<file path="config.mk">
export PLATFORM = sky130hd
export DESIGN_NAME = uart_rx
export DESIGN_NICKNAME = d
export VERILOG_FILES = /design/src/rtl/uart_rx.sv
export SDC_FILE = /design/constraint.sdc
export NUM_CORES = 1
export LEC_CHECK = 0
export ABC_AREA = 1
export ABC_CLOCK_PERIOD_IN_PS = 2830
export BUFFER_PORTS_ARGS = -buffer_cell sky130_fd_sc_hd__buf_2
export CAP_MARGIN = 20
export CORE_MARGIN = 2
export CORE_UTILIZATION = 42
export CTS_BUF_LIST = sky130_fd_sc_hd__clkbuf_4
export DETAILED_ROUTE_END_ITERATION = 10
export HOLD_SLACK_MARGIN = 0.15
export SYNTH_ARGS = -nofsm -noshare
export SYNTH_HDL_FRONTEND = slang
export SYNTH_SLANG_ARGS = --single-unit
export TNS_END_PERCENT = 20
</file>
<file path="constraint.sdc">
create_clock -name i_clk -period 2.83 [get_ports i_clk]
set_input_delay 0.566 -clock i_clk [delete_from_list [all_inputs] [get_ports i_clk]]
set_output_delay 0.566 -clock i_clk [all_outputs]
set_load 0.05 [all_outputs]
</file>
<file path="src/rtl/uart_rx.sv">
// 8N1 UART receiver with a small receive FIFO on a valid/ready byte interface.
// Define UART_RX_PARITY_EN to receive 8E1 frames and expose o_parity_err.
module uart_rx #(
    parameter int CLKS_PER_BIT = 868,
    parameter int FIFO_DEPTH   = 4
) (
    input  logic       i_clk,
    input  logic       i_rst,
    input  logic       i_rx_data,
    output logic [7:0] o_rx_byte,
    output logic       o_rx_valid,
    input  logic       i_rx_ready,
    output logic       o_busy,
    output logic       o_frame_err,
    output logic       o_overrun,
`ifdef UART_RX_PARITY_EN
    output logic       o_parity_err,
`endif
    input  logic       i_clr_err
);
    localparam int CW = $clog2(CLKS_PER_BIT);
    localparam int AW = $clog2(FIFO_DEPTH);
    localparam logic [CW-1:0] HALF_LOAD = CW'(CLKS_PER_BIT / 2 - 1);
    localparam logic [CW-1:0] FULL_LOAD = CW'(CLKS_PER_BIT - 1);

    localparam logic [2:0] S_IDLE   = 3'd0;
    localparam logic [2:0] S_START  = 3'd1;
    localparam logic [2:0] S_DATA   = 3'd2;
`ifdef UART_RX_PARITY_EN
    localparam logic [2:0] S_PARITY = 3'd3;
`endif
    localparam logic [2:0] S_STOP   = 3'd4;
    localparam logic [2:0] S_WAIT   = 3'd5;

    logic          r_sync1, r_sync2, r_sync3;
    logic [2:0]    r_state;
    logic [CW-1:0] r_cnt;
    logic [2:0]    r_bit;
    logic [7:0]    r_shift;
    logic [7:0]    r_mem [FIFO_DEPTH];
    logic [AW:0]   r_wptr, r_rptr;
    logic [7:0]    r_rx_byte;
    logic          r_frame_err, r_overrun;

    logic          w_fall, w_tick, w_stop_sample, w_stop_ok;
    logic          w_empty, w_full, w_pop, w_push;
    logic          w_overrun_set, w_frame_set, w_par_err;
    logic [AW:0]   w_rptr_nx;

    // Synchroniser plus one extra stage for falling-edge detection
    always_ff @(posedge i_clk) begin
        if (!i_rst) begin
            r_sync1 <= 1'b1;
            r_sync2 <= 1'b1;
            r_sync3 <= 1'b1;
        end else begin
            r_sync1 <= i_rx_data;
            r_sync2 <= r_sync1;
            r_sync3 <= r_sync2;
        end
    end

    assign w_fall        = r_sync3 & ~r_sync2;
    assign w_tick        = (r_cnt == '0);
    assign w_stop_sample = (r_state == S_STOP) && w_tick;
    assign w_stop_ok     = w_stop_sample && r_sync2 && !w_par_err;
    assign w_frame_set   = w_stop_sample && !r_sync2;

    always_ff @(posedge i_clk) begin
        if (!i_rst) begin
            r_state <= S_IDLE;
            r_cnt   <= '0;
            r_bit   <= '0;
        end else begin
            case (r_state)
                S_IDLE: begin
                    if (w_fall) begin
                        r_state <= S_START;
                        r_cnt   <= HALF_LOAD;
                    end
                end
                S_START: begin
                    if (w_tick) begin
                        r_cnt   <= FULL_LOAD;
                        r_bit   <= '0;
                        r_state <= r_sync2 ? S_IDLE : S_DATA;
                    end else begin
                        r_cnt <= r_cnt - 1'b1;
                    end
                end
                S_DATA: begin
                    if (w_tick) begin
                        r_cnt <= FULL_LOAD;
                        r_bit <= r_bit + 3'd1;
                        if (r_bit == 3'd7) begin
`ifdef UART_RX_PARITY_EN
                            r_state <= S_PARITY;
`else
                            r_state <= S_STOP;
`endif
                        end
                    end else begin
                        r_cnt <= r_cnt - 1'b1;
                    end
                end
`ifdef UART_RX_PARITY_EN
                S_PARITY: begin
                    if (w_tick) begin
                        r_cnt   <= FULL_LOAD;
                        r_state <= S_STOP;
                    end else begin
                        r_cnt <= r_cnt - 1'b1;
                    end
                end
`endif
                S_STOP: begin
                    // Leave at mid-stop-bit so a back-to-back start edge is caught
                    if (w_tick) begin
                        r_state <= r_sync2 ? S_IDLE : S_WAIT;
                    end else begin
                        r_cnt <= r_cnt - 1'b1;
                    end
                end
                S_WAIT: begin
                    if (r_sync2) begin
                        r_state <= S_IDLE;
                    end
                end
                default: r_state <= S_IDLE;
            endcase
        end
    end

    always_ff @(posedge i_clk) begin
        if ((r_state == S_DATA) && w_tick) begin
            r_shift <= {r_sync2, r_shift[7:1]};
        end
    end

`ifdef UART_RX_PARITY_EN
    logic r_par_bit;
    logic r_parity_err;
    logic w_parity_set;

    always_ff @(posedge i_clk) begin
        if ((r_state == S_PARITY) && w_tick) begin
            r_par_bit <= r_sync2;
        end
    end

    assign w_par_err    = (^r_shift) ^ r_par_bit;
    assign w_parity_set = w_stop_sample && r_sync2 && w_par_err;

    always_ff @(posedge i_clk) begin
        if (!i_rst) begin
            r_parity_err <= 1'b0;
        end else if (w_parity_set) begin
            r_parity_err <= 1'b1;
        end else if (i_clr_err) begin
            r_parity_err <= 1'b0;
        end
    end

    assign o_parity_err = r_parity_err;
`else
    assign w_par_err = 1'b0;
`endif

    // FIFO: a pop frees a slot for a push in the same cycle even when full
    assign w_empty       = (r_wptr == r_rptr);
    assign w_full        = (r_wptr[AW] != r_rptr[AW]) && (r_wptr[AW-1:0] == r_rptr[AW-1:0]);
    assign w_pop         = i_rx_ready && !w_empty;
    assign w_push        = w_stop_ok && (!w_full || w_pop);
    assign w_overrun_set = w_stop_ok && w_full && !w_pop;
    assign w_rptr_nx     = r_rptr + 1'b1;

    always_ff @(posedge i_clk) begin
        if (w_push) begin
            r_mem[r_wptr[AW-1:0]] <= r_shift;
        end
    end

    always_ff @(posedge i_clk) begin
        if (!i_rst) begin
            r_wptr    <= '0;
            r_rptr    <= '0;
            r_rx_byte <= '0;
        end else begin
            if (w_push) begin
                r_wptr <= r_wptr + 1'b1;
            end
            if (w_pop) begin
                r_rptr <= w_rptr_nx;
                r_rx_byte <= (w_push && (w_rptr_nx == r_wptr)) ? r_shift
                                                               : r_mem[w_rptr_nx[AW-1:0]];
            end else if (w_push && w_empty) begin
                r_rx_byte <= r_shift;
            end
        end
    end

    always_ff @(posedge i_clk) begin
        if (!i_rst) begin
            r_frame_err <= 1'b0;
            r_overrun   <= 1'b0;
        end else begin
            if (w_frame_set) begin
                r_frame_err <= 1'b1;
            end else if (i_clr_err) begin
                r_frame_err <= 1'b0;
            end
            if (w_overrun_set) begin
                r_overrun <= 1'b1;
            end else if (i_clr_err) begin
                r_overrun <= 1'b0;
            end
        end
    end

    assign o_rx_byte   = r_rx_byte;
    assign o_rx_valid  = !w_empty;
    assign o_busy      = (r_state != S_IDLE);
    assign o_frame_err = r_frame_err;
    assign o_overrun   = r_overrun;

endmodule

</file>
==> impl_metrics.json <==
{
  "skew_ns": 0.009388,
  "tightestPinTransition_ns": 0.6603,
  "final_cell_mix": "59 x nand2_1, 46 x nor2_1, 40 x edfxtp_1",
  "irDropWorstVdd_v": 0.0004482,
  "powerDensity_nw_per_um2": 1010,
  "yosysTopAreaCell": "edfxtp_1",
  "period_share_pct": 78.89,
  "netSwitchingFraction_pct": 44.81,
  "num-nets-final": 395,
  "seq_area_frac_synth_pct": 55.23,
  "setup_ws_ns": 0.5973,
  "dp_hpwl_um": 5045,
  "p_sw_w": 0.001698,
  "antenna_found_initial": 0,
  "end_kind": "flip-flop",
  "n_fill_cell": 806,
  "routed_wirelength_um": 7037,
  "cts-resized-gates": 0,
  "vias_per_cell": 5.183,
  "row_count": 33,
  "criticalPathCategory": "reg2reg",
  "synth_edf_count": 40,
  "cts_tree": "done",
  "worstPathMaxFanout": 8,
  "final.setup.tns_ns": 0,
  "grt_first_pass_wirelength_um": 11370,
  "dieArea_um2": 8939,
  "multi_input_area_um2": 1366,
  "start_util_pct": 42.55,
  "hold_start": "i_rx_data",
  "cts.sinks": 75,
  "syn_area_per_cell_um2": 9.460,
  "grt_pass1_vias": 2314,
  "ctsHoldBuffers": 0,
  "startpoint": "r_cnt[0]",
  "finish.utilization_pct": 46.35,
  "met3_usage_pct": 2.953,
  "pre_cts_slack_ns": 0.5823,
  "ys_ff_latch": 75,
  "total_power_w": 0.003789,
  "met1_usage_pct": 23.01,
  "vias": 2550,
  "comb_power_share_pct": 44.3,
  "worstHoldPathType": "in2reg",
  "cts.reportedPaths.clkPinSlew_ns": 0.13,
  "gp_congestion": 0.7966,
  "synth_top_area_share_pct": 34.88,
  "drv_cap": 0,
  "slew-limit-headroom_pct": 55.82,
  "outcome": "finished clean",
  "postCtsSetupBuffers": 0,
  "htree_levels": 3,
  "diodes": 0,
  "async_flop_share_pct": 0,
  "first_pass_iters": 4,
  "arrival_ns": 2.30,
  "die_h_um": 94.55,
  "yosysWarnings": 0,
  "antenna_left": 0,
  "maxSlewViolCount": 0,
  "cts_made_buffers": 9,
  "grt_overflow": 0,
  "core_um2": 8093,
  "leakagePower_nw": 1.427,
  "insertion_delay_ns": 0.42,
  "grt_use_total_pct": 16.90,
  "synthCells": 364,
  "worstReg2RegStart": "r_cnt[0]",
  "cts_root_buf": "clkbuf_4",
  "area_growth_syn_to_layout_pct": 8.939,
  "ys_top_cells_by_area": "edfxtp_1 35%, dfxtp_1 20%, nand2_1 6.4%",
  "register_area_um2": 1902,
  "gr-usage-met2_pct": 26.31,
  "ys_types": 39,
  "finalSetupViolCount": 0,
  "cts_max_path_buffers": 2,
  "min_period_ns": 2.233,
  "internal_power_w": 0.002091,
  "wire_per_inst_um": 14.30,
  "grt_start_max_net_pins": 23,
  "hold_violations": 0,
  "synth_ff_type": "edfxtp_1",
  "numPortBuffers": 16,
  "first_iter_violations": 157,
  "busiest_layer": "met2",
  "synth_nets": 377,
  "fmaxAchievable_mhz": 447.9,
  "ioPinCount": 17,
  "worstPathRequired_ns": 2.90,
  "syn_area_um2": 3443,
  "layout_commonest_cell": "nand2_1",
  "layout-drive-gt1-share_pct": 15.50,
  "drc": 0,
  "cp-start-kind": "flip-flop",
  "die_x_um": 94.55,
  "pwr-share-clk_pct": 17.9,
  "grt_setup_unrepaired": "false",
  "p_seq_share_pct": 37.8
}
routing by layer:
metal / part of all wire (%) / routed length [um]
met5: 0 / 0
met1: 48 / 3378
met4: 1.6 / 110
met3: 3.5 / 249
met2: 47 / 3298
worst max-delay path, stage by stage (launching register included):
cell,delay (ns)
dfxtp_1,0.35
inv_1,0.07
ha_1,0.28
nand2_4,0.10
nor2_8,0.15
nand3_4,0.12
nor2_8,0.14
nand2_2,0.12
nor2_1,0.53
registers in the layout, summed over array words and instances (netlist names):
register,count
r_shift,8
o_rx_byte,8
r_bit,3
r_wptr,3
o_overrun,1
r_rptr,3
r_mem,32
r_sync3,1
r_cnt,10
r_state,3
o_frame_err,1
r_sync2,1
r_sync1,1
final timing paths:
path	to	slack [ns]	cells after the start
min reg2reg	r_sync2	0.43	1
min	r_sync1	0.31	2
max reg2reg	r_mem[1][1]	0.60	8
max	r_mem[1][1]	0.60	8
logic make-up (layout without fill, tap and decap cells):
group | Yosys count | after routing | share of synthesized area, %
fa+ha+maj | 8 | 8 | 2.907
compound gates | 79 | 79 | 12.97
xor+xnor | 6 | 6 | 1.745
simple gates | 156 | 156 | 22.06
flops | 75 | 75 | 55.23
buf+inv | 40 | 63 | 5.087
cells in the mapped netlist, types with 4 or more instances:
cell type / instances
nand3_1: 21
edfxtp_1: 40
o21ai_1: 6
or2_2: 4
ha_1: 8
a21boi_0: 6
nand2_1: 59
o21ai_0: 30
o22ai_1: 8
nor2_1: 46
dfxtp_1: 35
inv_1: 25
a21oi_1: 22
clkbuf_1: 5
through the flow:
step	instance area [um^2]	hold slack [ns]	cells
after floorplan	3443	0.3925	364
after global placement	3606	0.3948	476
after detailed placement	3606	0.3967	476
after CTS	3751	0.2923	492
after global routing	3751	0.2996	492
final	3751	0.3133	492
final cells by class:
cell class | count | share of cell area [%]
timing repair buffer | 18 | 2.535
inverter | 29 | 2.969
clock buffer | 9 | 1.801
multi-input combinational | 249 | 36.42
sequential | 75 | 50.70
tap | 105 | 3.502
clock inverter | 7 | 2.068
power by group through the flow:
stage	Sequential, W	Combinational [W]	Clock (W)
floorplan	0.00160	0.00121	0
global placement	0.00145	0.00166	0
detailed placement	0.00146	0.00168	0
CTS	0.00143	0.00168	0.000692
global route	0.00146	0.00186	0.000748
finish	0.00143	0.00168	0.000678
(Power assumes the default switching activity.)
